<file path="config.mk">
export PLATFORM = sky130hd
export DESIGN_NAME = systolic_array_driver
export DESIGN_NICKNAME = d
export VERILOG_FILES = /design/src/rtl/systolic_pkg.sv /design/src/rtl/valid_tag_pipe.sv /design/src/rtl/systolic_array_driver.sv
export SDC_FILE = /design/constraint.sdc
export NUM_CORES = 1
export LEC_CHECK = 0
export ABC_AREA = 1
export BUFFER_PORTS_ARGS = -buffer_cell sky130_fd_sc_hd__buf_4
export CAP_MARGIN = 40
export CORE_AREA = 2 2 260 262
export CTS_CLUSTER_DIAMETER = 30
export DETAILED_ROUTE_END_ITERATION = 8
export DIE_AREA = 0 0 262 264
export GPL_TIMING_DRIVEN = 0
export PLACE_DENSITY = 0.42
export SLEW_MARGIN = 20
export SYNTH_ARGS = -nofsm -noshare
export SYNTH_HDL_FRONTEND = slang
export SYNTH_SLANG_ARGS = --single-unit
</file>
<file path="constraint.sdc">
create_clock -name clk -period 2.2 [get_ports clk]
set_input_delay 0 -clock clk [delete_from_list [all_inputs] [get_ports clk]]
set_output_delay 0 -clock clk [all_outputs]
set_load 0.01 [all_outputs]
</file>
<file path="src/rtl/systolic_pkg.sv">
// Shared definitions for the systolic array driver.
//   state_t       : driver FSM state encoding
//   DEF_*         : default element widths, array dimensions, counter width
//   pipe_latency  : enabled cycles from an ifmap entering the array until its
//                   ofmap column vector is presented on the array output
package systolic_pkg;

  typedef enum logic [2:0] {
    S_IDLE   = 3'd0,
    S_LOAD_W = 3'd1,
    S_STREAM = 3'd2,
    S_DRAIN  = 3'd3,
    S_FLUSH  = 3'd4
  } state_t;

  localparam int DEF_IFMAP_WIDTH  = 16;
  localparam int DEF_WEIGHT_WIDTH = 16;
  localparam int DEF_OFMAP_WIDTH  = 32;
  localparam int DEF_ARRAY_HEIGHT = 4;
  localparam int DEF_ARRAY_WIDTH  = 4;
  localparam int DEF_CNT_WIDTH    = 16;

  // The skewed array needs one enabled cycle per row to ripple an ifmap
  // across and one per column to deskew the partial sums on the way out.
  function automatic int pipe_latency(input int height, input int width);
    return height + width;
  endfunction

endpackage

</file>
<file path="src/rtl/valid_tag_pipe.sv">
// Shift register of 1-bit tags that shadows the systolic array pipeline.
// A 1 marks a real ifmap, a 0 marks a bubble; the tag leaving the last stage
// tells the driver whether the array output in that cycle is a real result.
// Ports:
//   clk, rst_n : clock, synchronous active-low reset
//   clr        : synchronous clear of all stages
//   en         : advance the pipeline by one stage
//   din        : tag entering stage 0
//   dout       : tag in the last stage
//   occupied   : any stage holds a 1
module valid_tag_pipe #(
  parameter int DEPTH = 8
) (
  input  logic clk,
  input  logic rst_n,
  input  logic clr,
  input  logic en,
  input  logic din,
  output logic dout,
  output logic occupied
);

  logic [DEPTH-1:0] tag_p;

  always_ff @(posedge clk) begin
    if (!rst_n || clr) begin
      tag_p <= '0;
    end else if (en) begin
      tag_p <= {tag_p[DEPTH-2:0], din};
    end
  end

  assign dout     = tag_p[DEPTH-1];
  assign occupied = |tag_p;

endmodule

</file>
<file path="src/rtl/systolic_array_driver.sv">
// Initiator-side sequencer for a systolic_array_with_skew instance.
// Loads ARRAY_HEIGHT weight rows, streams num_vectors ifmap vectors through
// the array, and returns each finished ofmap vector on a valid/ready stream.
// Ports:
//   clk, rst_n          : clock, synchronous active-low reset
//   start, num_vectors  : job launch pulse and vector count (sampled on start)
//   busy, done          : job in progress, one-cycle completion pulse
//   w_valid/w_ready/w_data : weight row stream, rows in order 0..H-1
//   i_valid/i_ready/i_data : ifmap vector stream
//   o_valid/o_ready/o_data : ofmap vector stream
//   sa_*                : connections to the systolic array
module systolic_array_driver
  import systolic_pkg::*;
#(
  parameter int IFMAP_WIDTH  = DEF_IFMAP_WIDTH,
  parameter int WEIGHT_WIDTH = DEF_WEIGHT_WIDTH,
  parameter int OFMAP_WIDTH  = DEF_OFMAP_WIDTH,
  parameter int ARRAY_HEIGHT = DEF_ARRAY_HEIGHT,
  parameter int ARRAY_WIDTH  = DEF_ARRAY_WIDTH,
  parameter int PIPE_LATENCY = pipe_latency(ARRAY_HEIGHT, ARRAY_WIDTH),
  parameter int CNT_WIDTH    = DEF_CNT_WIDTH
) (
  input  logic                                     clk,
  input  logic                                     rst_n,
  input  logic                                     start,
  input  logic [CNT_WIDTH-1:0]                     num_vectors,
  output logic                                     busy,
  output logic                                     done,
  input  logic                                     w_valid,
  output logic                                     w_ready,
  input  logic [ARRAY_WIDTH-1:0][WEIGHT_WIDTH-1:0] w_data,
  input  logic                                     i_valid,
  output logic                                     i_ready,
  input  logic [ARRAY_HEIGHT-1:0][IFMAP_WIDTH-1:0] i_data,
  output logic                                     o_valid,
  input  logic                                     o_ready,
  output logic [ARRAY_WIDTH-1:0][OFMAP_WIDTH-1:0]  o_data,
  output logic                                     sa_en,
  output logic                                     sa_weight_en,
  output logic [ARRAY_HEIGHT-1:0]                  sa_weight_wen,
  output logic [ARRAY_WIDTH-1:0][WEIGHT_WIDTH-1:0] sa_weight_in,
  output logic [ARRAY_HEIGHT-1:0][IFMAP_WIDTH-1:0] sa_ifmap_in,
  output logic [ARRAY_WIDTH-1:0][OFMAP_WIDTH-1:0]  sa_ofmap_in,
  input  logic [ARRAY_WIDTH-1:0][OFMAP_WIDTH-1:0]  sa_ofmap_out
);

  localparam int ROW_W = (ARRAY_HEIGHT > 1) ? $clog2(ARRAY_HEIGHT) : 1;

  state_t               state;
  logic [ROW_W-1:0]     row_cnt;
  logic [CNT_WIDTH-1:0] vec_cnt;
  logic [CNT_WIDTH-1:0] num_q;

  logic active;
  logic stall;
  logic w_hs;
  logic i_hs;
  logic capture;
  logic last_row;
  logic last_vec;
  logic pipe_clr;
  logic tag_out;
  logic pipe_occupied;

  // ------------------------------------------------------------------
  // Handshakes and array control
  // ------------------------------------------------------------------
  assign active   = (state == S_STREAM) || (state == S_DRAIN);

  // Only a real result that cannot be handed over freezes the array; a
  // bubble at the output is simply dropped, so it never blocks progress.
  assign stall    = o_valid & ~o_ready & tag_out;

  assign w_ready  = (state == S_LOAD_W);
  assign w_hs     = w_valid & w_ready;
  assign i_ready  = (state == S_STREAM) & ~stall;
  assign i_hs     = i_valid & i_ready;
  assign sa_en    = active & ~stall;
  assign capture  = active & tag_out & ~stall;

  assign last_row = (row_cnt == ROW_W'(ARRAY_HEIGHT - 1));
  assign last_vec = (vec_cnt + CNT_WIDTH'(1)) == num_q;

  assign busy         = (state != S_IDLE);
  assign sa_weight_en = (state == S_LOAD_W);
  assign sa_weight_in = w_hs ? w_data : '0;
  assign sa_ifmap_in  = i_hs ? i_data : '0;
  assign sa_ofmap_in  = '0;

  always_comb begin
    sa_weight_wen = '0;
    if (w_hs) begin
      sa_weight_wen[row_cnt] = 1'b1;
    end
  end

  // Stale tags from an earlier job must never produce an output.
  assign pipe_clr = (state == S_IDLE) & start;

  valid_tag_pipe #(
    .DEPTH (PIPE_LATENCY)
  ) u_tag_pipe (
    .clk      (clk),
    .rst_n    (rst_n),
    .clr      (pipe_clr),
    .en       (sa_en),
    .din      (i_hs),
    .dout     (tag_out),
    .occupied (pipe_occupied)
  );

  // ------------------------------------------------------------------
  // Sequencer and output register
  // ------------------------------------------------------------------
  always_ff @(posedge clk) begin
    if (!rst_n) begin
      state   <= S_IDLE;
      row_cnt <= '0;
      vec_cnt <= '0;
      num_q   <= '0;
      done    <= 1'b0;
      o_valid <= 1'b0;
      o_data  <= '0;
    end else begin
      done <= 1'b0;

      // Capture may coincide with the consumer taking the previous result,
      // which keeps one result per cycle flowing.
      if (capture) begin
        o_valid <= 1'b1;
        o_data  <= sa_ofmap_out;
      end else if (o_valid && o_ready) begin
        o_valid <= 1'b0;
      end

      case (state)
        S_IDLE: begin
          if (start) begin
            num_q   <= num_vectors;
            row_cnt <= '0;
            vec_cnt <= '0;
            state   <= S_LOAD_W;
          end
        end
        S_LOAD_W: begin
          if (w_hs) begin
            if (last_row) begin
              row_cnt <= '0;
              if (num_q == '0) begin
                state <= S_FLUSH;
                done  <= 1'b1;
              end else begin
                state <= S_STREAM;
              end
            end else begin
              row_cnt <= row_cnt + ROW_W'(1);
            end
          end
        end
        S_STREAM: begin
          if (i_hs) begin
            vec_cnt <= vec_cnt + CNT_WIDTH'(1);
            if (last_vec) begin
              state <= S_DRAIN;
            end
          end
        end
        S_DRAIN: begin
          // Finish only after the last real result has left the block.
          if (!pipe_occupied && (!o_valid || o_ready)) begin
            state <= S_FLUSH;
            done  <= 1'b1;
          end
        end
        S_FLUSH: begin
          state <= S_IDLE;
        end
        default: begin
          state <= S_IDLE;
        end
      endcase
    end
  end

endmodule

</file>
==> impl.org <==
** Detailed routing
- WL per Instance :: 14.7 um
- Summed over all nets, wire length on met3 after detailed routing comes to 3060 um.
- Signal routing reaches up to met4.
- The detailed router placed 11500 vias in this run.
- After detailed routing, the number of vias per cell comes to 3.72.
- DRC violation count after routing :: 0
- The detailed router put a total of 18200 um of wire on met1.
- In the detailed route, the total length drawn on met2 is 23300 um.
- Iteration-0 DRC count of the detailed router :: 468
- Final wirelength :: 45600 um
- Number of antenna-violating nets in the routed design :: 0
- Before antenna repair, the detailed router went through 5 iterations.

** Worst setup path
- Data arrives at the worst endpoint at 2.48 ns.
- Type of origin of the critical path :: flop
- Path type of the worst setup path :: reg -> reg
- CP Capture Type :: flop
- Of all nets on the critical path, the largest fanout is 8.
- Data on the critical path is required at its endpoint by 2.61 ns.

** Timing
- Setup violations remaining at the end of the flow were counted as 0.
- Number of endpoints with negative hold slack in the final report :: 0
- The final number of max-transition violations came to 0.
- Timing would allow up to 482 MHz.
- Shortest clock period the worst path allows after layout :: 2.07 ns
- Unrepaired setup endpoints after global routing :: yes
- Portion of the clock cycle consumed by the worst path in the final layout :: 94.3%
- For the pin with the worst max-slew slack, the measured transition is 0.717 ns.
- The worst pin sits at a relative slew slack of 52.2%.
- Total negative slack for setup checks :: 0 ns
- The tightest hold path in the finished design has a slack of 0.136 ns.
- On the final layout, the worst clock skew is 0.0170 ns.

** Floorplan
- Number of rows in the core area :: 95
- Num ports :: 673
- Measured along the y axis, the die boundary spans 264 um.
- Die outline width :: 262 um
- Once the floorplan was initialized, standard cells occupied 13.9% of the core.
- The region available for standard cell placement spans 66600 um2.
- The floorplan step defined a die boundary enclosing 69200 um2.

** CTS
- Root buffer cell :: clkbuf_16
- Clock sink total :: 175
- CTS tree :: built
- After clock tree synthesis, the clock-pin slew on the worst setup and hold paths is 0.07 ns.
- No sink is reached through more buffers than the 2 on the longest clock path.
- Depth of the CTS H-tree :: 4
- The later pin in the worst-skew pair is clocked with a latency of 0.49 ns.
- Clock tree synthesis inserted a total of 17 buffers.

** Synthesis
- Dividing the synthesized area by the synthesized cell count gives 6.79 um2.
- Sequential elements use 37.7% of the synthesized area.
- Yosys mapped the design onto 32 distinct sky130hd cell types.
- The mapped netlist covers 9280 um2.
- Synth Warn # :: 0
- Synthesis-stage register bit count :: 175
- Cell count after synthesis :: 1367

** Placement
- Post-detailed-placement half-perimeter wirelength :: 37000 um
- The congestion estimate from routability-driven global placement came to 0.810.
- Port buffering added 544 buffers.

** Layout
- The number of antenna diodes in the final layout is 0.
- Net count reported at finish :: 2501
- Leaving out fill and tap cells, the most frequent cell in the layout is buf_4.
- The post-route netlist has 35.8% of its cells at a drive strength greater than 1.
- Commonest cells after routing, fill and taps aside :: buf_4, nand2_1, inv_1, dfxtp_1, nand3_1
- The area growth from synthesis to layout is 86.1%.
- The filler cells instantiated in the layout total 7383.

** Power and ir drop
- Pwr dens :: 692 nW/um2
- Leakage component of the power :: 8.41 nW
- Worst IR Drop VDD :: 0.000605 V

** Status
- The run finished with clean final reports.

** Global routing
- Antenna violations before repair :: 0
- The first global-routing pass estimated 66600 um of wire.
- Leftover overflow at the end of global routing :: 0
- Total track usage :: 12.7%
- Via count of the first global-routing pass :: 11400
- Maximum number of pins on one net before global-route repair :: 17

** Min path
- The path class of the tightest hold or removal check is in -> reg.

** Job
- Across the run, the number of max-cap violations was 0.
[path summary, 6_finish.rpt]
path,startpoint,end,slack [ns],depth (start not counted)
setup / recovery,vec_cnt[0]$_SDFFE_PN0P_,state[0]$_SDFFE_PN0P_,0.13,14
hold / removal,rst_n,state[1]$_SDFFE_PN0P_,0.14,4
setup reg to reg,vec_cnt[0]$_SDFFE_PN0P_,state[0]$_SDFFE_PN0P_,0.13,14
hold reg to reg,o_data[98]$_SDFFE_PN0P_,o_data[98]$_SDFFE_PN0P_,0.46,2
[through the flow]
| step | instances | util (%) | power, W | worst slack [ns] | instance area (um2) |
|---|---|---|---|---|---|
| finish | 3104 | 26.0 | 0.0119 | 0.125 | 17300 |
| global placement | 2911 | 22.4 | 0.00836 | -0.374 | 14900 |
| detailed placement | 2915 | 22.5 | 0.00842 | -0.410 | 15000 |
| global route | 3104 | 26.0 | 0.0128 | -0.0505 | 17300 |
| CTS | 3099 | 25.8 | 0.0121 | 0.000616 | 17200 |
| floorplan | 1494 | - | 0.00640 | 0.550 | 9760 |
[cells by family (layout without fill, tap and decap cells)]
family,Yosys count,count (layout),share of synthesized area [%]
other,1,128,0.0404
xor gates and xnor gates,5,5,0.768
AOI/OAI and AO/OA,216,216,12.1
adders and majority gates,5,5,0.674
DFF,175,175,37.7
and+or+nand+nor,571,571,26.8
buffers and inverters,394,1131,21.9
[registers in the layout (all words and copies together) (netlist names)]
signal / flops
row_cnt: 2
state: 3
done: 1
vec_cnt: 16
o_valid: 1
u_tag_pipe.tag_p: 8
num_q: 16
o_data: 128
[Yosys cell counts]
master / count / area share [%]
a211oi_2: 1 / 0.13
nand4_1: 12 / 0.81
or2_2: 1 / 0.067
nand2_4: 2 / 0.24
nand3_1: 168 / 9.1
inv_2: 7 / 0.28
a31oi_1: 6 / 0.40
buf_1: 1 / 0.040
nand2_1: 205 / 8.3
nor2_4: 5 / 0.61
nor2_8: 1 / 0.22
ha_1: 5 / 0.67
nand3_2: 1 / 0.11
a21oi_1: 162 / 8.7
conb_1: 1 / 0.040
buf_2: 22 / 1.2
clkbuf_1: 53 / 2.1
xnor3_1: 2 / 0.49
buf_6: 5 / 0.61
a211oi_1: 12 / 0.97
dfxtp_1: 175 / 38
nor2_1: 167 / 6.8
nor4_1: 1 / 0.067
o21ai_1: 2 / 0.11
nand2_2: 2 / 0.13
xnor2_1: 1 / 0.094
o21ai_0: 33 / 1.8
xor2_1: 2 / 0.19
inv_1: 176 / 7.1
or2_1: 1 / 0.067
buf_4: 130 / 11
nor2_2: 5 / 0.34
[critical path: stages, from the launching register on]
cell and delay, ns:
dfxtp_2 0.36, ha_2 0.21, nand2_2 0.10, nor2_4 0.24, buf_4 0.17, nand4_1 0.12, nand3_1 0.11, nand2_1 0.06
nor2_1 0.10, nand2_1 0.08, nor2_1 0.09, nand2_1 0.06, nand2_1 0.07, nand3_1 0.08, a21oi_2 0.14
[area by class of cell]
class	instances	area [um2]	area share (%)
sequential	175	3510	20.3
tap	873	1090	6.32
timing repair buffer	705	5690	32.9
multi-input combinational	925	4290	24.8
buffer	211	1410	8.13
clock buffer	19	443	2.56
inverter	183	687	3.98
clock inverter	13	155	0.898
[repair_timing]
action                                  CTS  global route
gates cloned                              0             0
hold buffers                            148             0
buffers inserted                          4             5
resized for setup                        29            24
hold endpoints to repair                150             0
endpoints found under the setup margin  188            89
pin swaps                                 2             2
[report_power, final]
| group | switching (W) | internal [W] |
|---|---|---|
| registers | 0.000302 | 0.00354 |
| logic | 0.00283 | 0.00204 |
| clock network | 0.00151 | 0.00172 |
| total | 0.00464 | 0.00731 |
[metal layers]
| metal | global-route usage (%) | up-vias |
|---|---|---|
| li1 | - | 5767 |
| met1 | 14.3 | 5293 |
| met2 | 23.2 | 439 |
| met3 | 2.86 | 48 |
| met4 | 4.44 | 0 |
| met5 | 0 | - |
Note: power is estimated with default switching activity, not from simulation.
